==> config.mk <==
export PLATFORM = sky130hd
export DESIGN_NAME = seg_scan_driver
export DESIGN_NICKNAME = d
export VERILOG_FILES = /design/src/rtl/seg_scan_driver.sv
export SDC_FILE = /design/constraint.sdc
export NUM_CORES = 1
export LEC_CHECK = 0
export ABC_AREA = 1
export ABC_CLOCK_PERIOD_IN_PS = 2450
export BUFFER_PORTS_ARGS = -buffer_cell sky130_fd_sc_hd__buf_2
export CAP_MARGIN = 20
export CORE_MARGIN = 10
export CORE_UTILIZATION = 47
export DETAILED_ROUTE_END_ITERATION = 10
export GPL_TIMING_DRIVEN = 0
export PLACE_DENSITY = 0.68
export SETUP_SLACK_MARGIN = 0.15
export SYNTH_ARGS = -nofsm -noshare
export SYNTH_HDL_FRONTEND = slang
export SYNTH_SLANG_ARGS = --single-unit
==> constraint.sdc <==
create_clock -name clk -period 2.45 [get_ports clk]
set_input_delay 0 -clock clk [delete_from_list [all_inputs] [get_ports clk]]
set_output_delay 0 -clock clk [all_outputs]
set_load 0.05 [all_outputs]
==> src/rtl/seg_scan_driver.sv <==
`default_nettype none
// ============================================================================
// Module      : seg_scan_driver
// Description : Time-multiplexes two 7-segment patterns (amount digit 0,
//               status digit 1) onto one shared segment bus. One-hot digit
//               enables are used, with a blanking guard at the start of every
//               slot so that no digit ghosts onto its neighbour. Both
//               patterns are captured once per frame so that a digit never
//               shows a half-updated value. The status LEDs pass through
//               one register stage.
//               Optional feature macro: SEG_BLINK_EN. When it is defined,
//               digit 1 blinks at a frame-counted rate while the LED vector
//               captured at frame start reads RETURN_CHANGE (4'b1100).
// Revision    : 1.0 - initial release
// ============================================================================
module seg_scan_driver #(
  parameter int SCAN_DIV     = 1000,
  parameter int BLANK_CYCLES = 8,
  parameter int BLINK_FRAMES = 64
) (
  input  logic       clk,
  input  logic       reset,
  input  logic [7:0] amount_display,
  input  logic [7:0] status_display,
  input  logic [3:0] led_indicators,
  output logic [7:0] seg_out,
  output logic [1:0] digit_en,
  output logic [3:0] led_out
);

  localparam int             C_CNT_W   = (SCAN_DIV > 1) ? $clog2(SCAN_DIV) : 1;
  localparam logic [C_CNT_W-1:0] C_CNT_MAX = C_CNT_W'(SCAN_DIV - 1);
  localparam logic [C_CNT_W-1:0] C_BLANK   = C_CNT_W'(BLANK_CYCLES);
  localparam logic [C_CNT_W-1:0] C_CNT_ONE = C_CNT_W'(1);

  // Slot position and digit index
  logic [C_CNT_W-1:0] cnt_q, cnt_d;
  logic               idx_q, idx_d;

  // Per-frame pattern snapshots
  logic [7:0] snap0_q, snap0_d;
  logic [7:0] snap1_q, snap1_d;

  // Output registers
  logic [7:0] seg_q, seg_d;
  logic [1:0] en_q, en_d;
  logic [3:0] led_q, led_d;

  logic slot_wrap;
  logic frame_start;
  logic blink_off;

  assign slot_wrap   = (cnt_q == C_CNT_MAX);
  assign frame_start = (cnt_q == '0) && !idx_q;

  // Slot counter advances every cycle; the digit index flips at slot wrap
  always_comb begin
    cnt_d = cnt_q + C_CNT_ONE;
    idx_d = idx_q;
    if (slot_wrap) begin
      cnt_d = '0;
      idx_d = ~idx_q;
    end
  end

  // Both patterns are sampled together at frame start only (anti-tear)
  always_comb begin
    snap0_d = snap0_q;
    snap1_d = snap1_q;
    if (frame_start) begin
      snap0_d = amount_display;
      snap1_d = status_display;
    end
  end

`ifdef SEG_BLINK_EN
  localparam int                 C_FRM_W         = (BLINK_FRAMES > 1) ? $clog2(BLINK_FRAMES) : 1;
  localparam logic [C_FRM_W-1:0] C_FRM_MAX       = C_FRM_W'(BLINK_FRAMES - 1);
  localparam logic [C_FRM_W-1:0] C_FRM_ONE       = C_FRM_W'(1);
  localparam logic [3:0]         C_RETURN_CHANGE = 4'b1100;

  logic [C_FRM_W-1:0] frame_cnt_q, frame_cnt_d;
  logic               phase_q, phase_d;
  logic [3:0]         led_snap_q, led_snap_d;

  // Frame counter ticks when the status slot ends; the phase flips every
  // BLINK_FRAMES completed frames. The LED vector is latched with the patterns.
  always_comb begin
    frame_cnt_d = frame_cnt_q;
    phase_d     = phase_q;
    led_snap_d  = led_snap_q;
    if (frame_start) begin
      led_snap_d = led_indicators;
    end
    if (slot_wrap && idx_q) begin
      if (frame_cnt_q == C_FRM_MAX) begin
        frame_cnt_d = '0;
        phase_d     = ~phase_q;
      end else begin
        frame_cnt_d = frame_cnt_q + C_FRM_ONE;
      end
    end
  end

  // Blink state registers
  always_ff @(posedge clk or posedge reset) begin
    if (reset) begin
      frame_cnt_q <= '0;
      phase_q     <= 1'b0;
      led_snap_q  <= 4'b0000;
    end else begin
      frame_cnt_q <= frame_cnt_d;
      phase_q     <= phase_d;
      led_snap_q  <= led_snap_d;
    end
  end

  assign blink_off = phase_q && (led_snap_q == C_RETURN_CHANGE);
`else
  localparam int c_unused_blink_frames = BLINK_FRAMES;
  assign blink_off = 1'b0;
`endif

  // Output decode: blank during the guard window, else the active digit
  always_comb begin
    seg_d = 8'h00;
    en_d  = 2'b00;
    led_d = led_indicators;
    if (cnt_q >= C_BLANK) begin
      if (!idx_q) begin
        en_d  = 2'b01;
        seg_d = snap0_q;
      end else if (!blink_off) begin
        en_d  = 2'b10;
        seg_d = snap1_q;
      end
    end
  end

  // State and output registers with asynchronous clear
  always_ff @(posedge clk or posedge reset) begin
    if (reset) begin
      cnt_q   <= '0;
      idx_q   <= 1'b0;
      snap0_q <= 8'h00;
      snap1_q <= 8'h00;
      seg_q   <= 8'h00;
      en_q    <= 2'b00;
      led_q   <= 4'b0000;
    end else begin
      cnt_q   <= cnt_d;
      idx_q   <= idx_d;
      snap0_q <= snap0_d;
      snap1_q <= snap1_d;
      seg_q   <= seg_d;
      en_q    <= en_d;
      led_q   <= led_d;
    end
  end

  assign seg_out  = seg_q;
  assign digit_en = en_q;
  assign led_out  = led_q;

endmodule
`default_nettype wire
==> summary.md, run 1 <==
| Metric | Value |
|---|---|
| Outcome | finished, final reports clean |
| Diode count | 0 |
| Hold Path Class | input pin to flip-flop |
| Via count | ~1400 |
| Vias in the first global route | around 1400 |
| Critical path required time | 2.69 ns |
| CP endpoint kind | flip-flop |
| Number of synthesized register bits | 41 |
| Syn_area_per_cell | 8.80 µm² |
| Reg clk slew, reported paths | about 0.08 ns |
| CP Launch Type | flip-flop |
| Vias per cell | approximately 4.6 |
| Max Transition Viols Final | 0 |
| GRT overflow | 0 |
| Post-synth net total | approximately 220 |
| Area of the multi-input gates | about 630 µm² |
| Commonest cells after routing, fill and taps aside | 69 x nand2_1, 41 x dfrtp_1, 37 x buf_2, 24 x nor2_1, 22 x nand3_1 |
| PwrDens | ~600 nW/µm² |
| Leakage | 0.00123 µW |
| CP Launch Point | cnt_q[0]$_DFF_PP0_ |
| Starting Density | a little under half |
| Nets | 285 |
| Total track usage | about an eighth |
| Max-cap violations | 0 |
| Worst Path Class, Setup | flip-flop to flip-flop |
| Clock period minus worst slack | 1.43 ns |
| Worst slew margin | between 40% and 50% |
| First-iteration detailed-routing DRC count | roughly 110 |
| Cells after Synth | ~200 |
| IO Port Bufs | 35 |
| First-pass GRT wire length | 6530 µm |
| Crit Path Max Fanout | 10 |
| Synthesis Warnings | 0 |
| Tcrit/Tclk final | around three fifths |
| Fillers | about 340 |
| Placed cells | roughly 280 |
| R2r startpoint | cnt_q[0]$_DFF_PP0_ |
| Die H | just over 80 µm |
| Distinct cells, synth | 20 |
| Die W | about 81 µm |
| Largest net degree at the start of global routing | 42 |
| # setup viols final | 0 |
| TritonCTS clock tree | done |
| RSZ-0062 raised after global routing | no |
| Clock Root Buffer | clkbuf_8 |
| Skew-Pair Late Insertion Delay | approximately 0.3 ns |
| Highest clock rate | 698 MHz |
| I/O pins | 36 |
| CTS sink cnt | 41 |
| Seq pwr share | 51.8% |
| Initial antenna violation count | 0 |
| First-pass DRT Iterations | 4 |
| Antenna Nets Post-Route | 0 |
| Post-CTS setup buffers | 0 |
| Row count | 22 |
| Sequential share of the synthesized area | 58.9% |
| H-tree Lvls | 2 |
| Final Hold Vio Count | 0 |
| Worst Tran Pin Value | ~0.85 ns |
| Core Region | around 3600 µm² |
| Data arrival, critical path | between 1.5 and 2 ns |
| Commonest non-fill, non-tap cell in the layout | nand2_1 |
| Register Area | between 1000 and 1500 µm² |
| Max clock buf depth | 2 |
| Gpl congestion | roughly 0.81 |
| Final Power | 1370 µW |
| Area growth, synth to finish | 31.9% |
| Share of layout cells above drive strength 1 | 20.6% |
| Share of total power in combinational logic | under 10% |
| Setup_tns | 0 ns |
| Remaining DRCs | 0 |
| Hpwl dp | 2560 µm |
| Final WL | about 3800 µm |
| Maximum VDD drop | 0.451 mV |
| Cell area after synthesis | 1740 µm² |
| Wirelength per Cell | between 10 and 15 µm |
| Hold_sp | led_indicators[1] |
| Die area | ~6500 µm² |
| P_sw | 317 µW |
| Final std cells w/o fill | between 300 and 400 |
| Switching Share | a little under a quarter |
| Power Internal | approximately 1100 µW |
| Clock power share | 39.4% |
| Clk_skew | approximately 0.009 ns |
| Number of CTS-inserted buffers | 5 |
[synthesized netlist by cell type (all sizes together)]
cell type	instances	share of area (%)
clkbuf	2	0.43
nand3b	1	0.43
dfrtp	41	59
a21oi	11	3.2
ha	2	1.4
nand3	22	6.3
nand4	1	0.36
inv	13	2.8
buf	4	1.7
nor2	28	7.7
xor2	2	1.0
nand2	71	16
[worst paths after layout]
check	end	slack, ns	cells past startpoint
setup / recovery	snap0_q[5]$_DFFE_PP0P_	1.02	7
hold / removal	led_out[1]$_DFF_PP0_	0.35	2
setup reg to reg	snap0_q[5]$_DFFE_PP0P_	1.02	7
hold reg to reg	snap0_q[6]$_DFFE_PP0P_	0.48	2
max in group asynchronous	digit_en[1]$_DFF_PP0_	1.50	3
min in group asynchronous	snap1_q[0]$_DFFE_PP0P_	0.42	3
[flip-flops by register name, summed over array words and instances (netlist names)]
signal	flops
cnt_q	10
digit_en	2
idx_q	1
led_out	4
seg_out	8
snap0_q	8
snap1_q	8
[worst max-delay path, stage by stage (launching register included)]
cell	delay, ns
dfrtp_1	0.42
inv_1	0.07
ha_1	0.14
nand2_1	0.08
nor2_4	0.21
buf_2	0.27
nand3_1	0.10
nand2_1	0.08
[kinds of logic after synthesis]
kind of cell | share of synthesized area (%)
compound gates | 3.16
buf+inv | 4.88
simple gates | 30.7
xor+xnor | 1.01
flops | 58.9
fa+ha+maj | 1.44
[metal layers]
metal  up-vias  wire, µm  global-route usage, %
met5         -         0                      0
met4         0        57                   4.67
met3         7       221                   5.63
met2        33      1800                   20.1
met1       633      1740                   15.9
li1        739         -                      -
[timing repair]
item                                   4_1_cts  5_1_grt
endpoints found under the hold margin       61        0
hold buffers                                21        0
resized for setup                            0        0
[area by class of cell]
class / count / share of cell area, %
Multi-Input combinational cell: 138 / 27.5
Timing Repair Buffer: 56 / 16.8
Clock buffer: 6 / 3.16
Sequential cell: 41 / 44.6
Inverter: 13 / 2.12
Buffer: 6 / 1.58
Clock inverter: 2 / 1.69
Tap cell: 48 / 2.61
[metrics by stage]
step                      hold WS, ns  area [µm²]  worst slack (ns)  util (%)
after global routing            0.353        2300             0.890      63.3
after floorplan                0.0314        1740              1.21         -
final                           0.353        2300              1.02      63.3
after CTS                       0.341        2300              1.02      63.3
after global placement          0.108        1980             0.957      54.4
after detailed placement        0.111        1980              1.04      54.4
[power groups by stage]
stage               sequential [µW]  clock [µW]  combinational (µW)
finish                          710         540                 121
global route                    712         592                 133
CTS                             710         554                 122
detailed placement              723           0                97.1
global placement                722           0                95.2
floorplan                       758           0                25.5
Power figures use the tool's default switching activity.
==> inputs of run 2 (changes only) <==
--- a/config.mk
+++ b/config.mk
@@ -6,14 +6,14 @@
 export NUM_CORES = 1
 export LEC_CHECK = 0
 export ABC_AREA = 1
-export ABC_CLOCK_PERIOD_IN_PS = 2450
+export ABC_CLOCK_PERIOD_IN_PS = 1250
 export BUFFER_PORTS_ARGS = -buffer_cell sky130_fd_sc_hd__buf_2
 export CAP_MARGIN = 20
 export CORE_MARGIN = 10
 export CORE_UTILIZATION = 47
 export DETAILED_ROUTE_END_ITERATION = 10
 export GPL_TIMING_DRIVEN = 0
-export PLACE_DENSITY = 0.68
+export PLACE_DENSITY = 0.71
 export SETUP_SLACK_MARGIN = 0.15
 export SYNTH_ARGS = -nofsm -noshare
 export SYNTH_HDL_FRONTEND = slang
==> constraint.sdc (replaced) <==
create_clock -name clk -period 1.25 [get_ports clk]
set_input_delay 0 -clock clk [delete_from_list [all_inputs] [get_ports clk]]
set_output_delay 0 -clock clk [all_outputs]
set_load 0.05 [all_outputs]
==> summary.md, run 2 (same netlist as run 1, synthesis figures left out) <==
| Metric | Value |
|---|---|
| Initial antenna violation count | 0 (unchanged) |
| Diode count | 0 (unchanged) |
| Fin area | 2490 µm² (+8.2%) |
| GRT overflow | 0 (unchanged) |
| First-iteration detailed-routing DRC count | 80 (-29%) |
| Reg clk slew, reported paths | 0.07 ns (about the same) |
| CTS sink cnt | 41 (unchanged) |
| Largest net degree at the start of global routing | 42 (unchanged) |
| Worst hold margin | 0.333 ns (-0.0200 ns) |
| RSZ-0062 raised after global routing | yes |
| Hold Path Class | input pin to asynchronous set/reset pin |
| Final std cells w/o fill | 318 (+2.6%) |
| Core Region | 3630 µm² (unchanged) |
| Placed cells | 281 (unchanged) |
| Max reg flops | 10 (unchanged) |
| Remaining DRCs | 0 (unchanged) |
| PwrDens | 1070 nW/µm² (+79%) |
| Gpl congestion | 0.805 (unchanged) |
| I/O pins | 36 (unchanged) |
| Max clock buf depth | 2 (unchanged) |
| Worst Path Class, Setup | flip-flop to flip-flop |
| Commonest non-fill, non-tap cell in the layout | nand2_1 |
| Die area | 6540 µm² (unchanged) |
| Max Transition Viols Final | 0 (unchanged) |
| Hpwl dp | 2720 µm (+6.4%) |
| Die W | 80.9 µm (unchanged) |
| TritonCTS clock tree | done |
| First-pass GRT wire length | 6870 µm (+5.2%) |
| Crit Path Max Fanout | 5 (-5) |
| Number of CTS-inserted buffers | 5 (unchanged) |
| Wirelength per Cell | 13.8 µm (+12%) |
| Commonest cells after routing, fill and taps aside | 51 x nand2_1, 40 x dfrtp_1, 35 x buf_2, 21 x dlygate4sd3_1 |
| Via count | 1556 (+10%) |
| Max-cap violations | 0 (unchanged) |
| Failing checks | negative setup slack |
| Tcrit/Tclk final | 106% (+48 points) |
| Total track usage | 13.2% (+0.19 points) |
| Dpl ws | -0.150 ns (-1.19 ns) |
| Maximum VDD drop | 0.740 mV (+64%) |
| Clock Root Buffer | clkbuf_8 |
| Clk_skew | 0.00981 ns (+0.00101 ns) |
| Fillers | 286 (-15%) |
| Min setup slack post-route | -0.0790 ns (-1.10 ns) |
| Share of layout cells above drive strength 1 | 33.3% (+13 points) |
| Row count | 22 (unchanged) |
| # setup viols final | 21 (+21) |
| Worst Tran Pin Value | 0.688 ns (-0.158 ns) |
| Nets | 294 (+3.2%) |
| Vias per cell | 4.89 (+7.4%) |
| Outcome | complete, but fails checks |
| Highest clock rate | 752 MHz (+7.8%) |
| Final Hold Vio Count | 0 (unchanged) |
| Worst slew margin | 54.2% (+11 points) |
| Vias in the first global route | 1546 (+9.6%) |
| Antenna Nets Post-Route | 0 (unchanged) |
| Area post-placement | 1980 µm² (+0.13%) |
| CP endpoint kind | flip-flop |
| Top reg by flops | cnt_q |
| First-pass DRT Iterations | 4 (unchanged) |
| Final WL | 4390 µm (+15%) |
| Data arrival, critical path | 1.52 ns (-0.15 ns) |
| Clock period minus worst slack | 1.33 ns (-0.103 ns) |
| CP Launch Type | flip-flop |
| Skew-Pair Late Insertion Delay | 0.29 ns (about the same) |
| Starting Density | 48.0% (unchanged) |
| Setup_tns | -0.981 ns (-0.981 ns) |
| Area growth, synth to finish | 42.7% |
| Critical path required time | 1.44 ns (-1.25 ns) |
| Die H | 80.9 µm (unchanged) |
| IO Port Bufs | 35 (unchanged) |
| Leakage | 0.00128 µW (+4.4%) |
| H-tree Lvls | 2 (unchanged) |
==> run 2: worst max-delay path, cell delays in order, from the launching register on <==
cell and delay (ns):
dfrtp_1 0.41, inv_1 0.07, ha_2 0.16, nand2_2 0.05, nor2_4 0.16, nand2_4 0.11, clkbuf_16 0.17, nand2_2 0.05
nand2_1 0.04
==> run 2: path summary, 6_finish.rpt <==
| check | startpoint | to | slack (ns) | depth (start not counted) |
|---|---|---|---|---|
| setup / recovery | cnt_q[0]$_DFF_PP0_ | snap0_q[5]$_DFFE_PP0P_ | -0.08 | 8 |
| hold / removal | reset | led_out[2]$_DFF_PP0_ | 0.33 | 3 |
| setup reg to reg | cnt_q[0]$_DFF_PP0_ | snap0_q[5]$_DFFE_PP0P_ | -0.08 | 8 |
| hold reg to reg | snap0_q[6]$_DFFE_PP0P_ | snap0_q[6]$_DFFE_PP0P_ | 0.48 | 2 |
| max in group asynchronous | reset | cnt_q[3]$_DFF_PP0_ | 0.47 | 3 |
| min in group clk | led_indicators[1] | led_out[1]$_DFF_PP0_ | 0.35 | 2 |
==> run 2: area by class of cell <==
class,instances,area (µm²),area share (%)
buffer,6,48.8,1.96
clock inverter,2,35.0,1.41
inverter,13,50.0,2.01
multi-input combinational,138,719,28.9
timing repair buffer,65,478,19.2
clock buffer,5,68.8,2.77
tap,48,60.1,2.41
sequential,41,1030,41.3
==> run 2: metrics by stage <==
step	total power [µW]	utilization [%]
after floorplan	1530	-
after global placement	1600	54.5
after detailed placement	1610	54.5
after CTS	2650	65.3
after global routing	2760	68.5
final	2660	68.5
==> run 2: report_power, final <==
part / internal (µW) / switching, µW
clock network: 580 / 436
registers: 1370 / 25.2
logic: 102 / 143
==> run 2: metal layers <==
metal / share of wire [%] / up-vias / routed length (µm) / GRT usage (%)
met3: 6.0 / 6 / 265 / 4.53
met5: 0 / - / 0 / 0
met4: 0.91 / 0 / 40 / 5.54
li1: - / 758 / - / -
met1: 41 / 746 / 1820 / 14.9
met2: 52 / 46 / 2260 / 22.4
==> run 2: what timing repair did <==
item                                    in CTS  in global routing
cloned                                       0                  1
hold endpoints to repair                    61                  0
buffers inserted                             6                  2
pin swaps                                    4                  5
endpoints found under the setup margin      36                 76
hold buffers                                21                  0
resized for setup                           10                 28
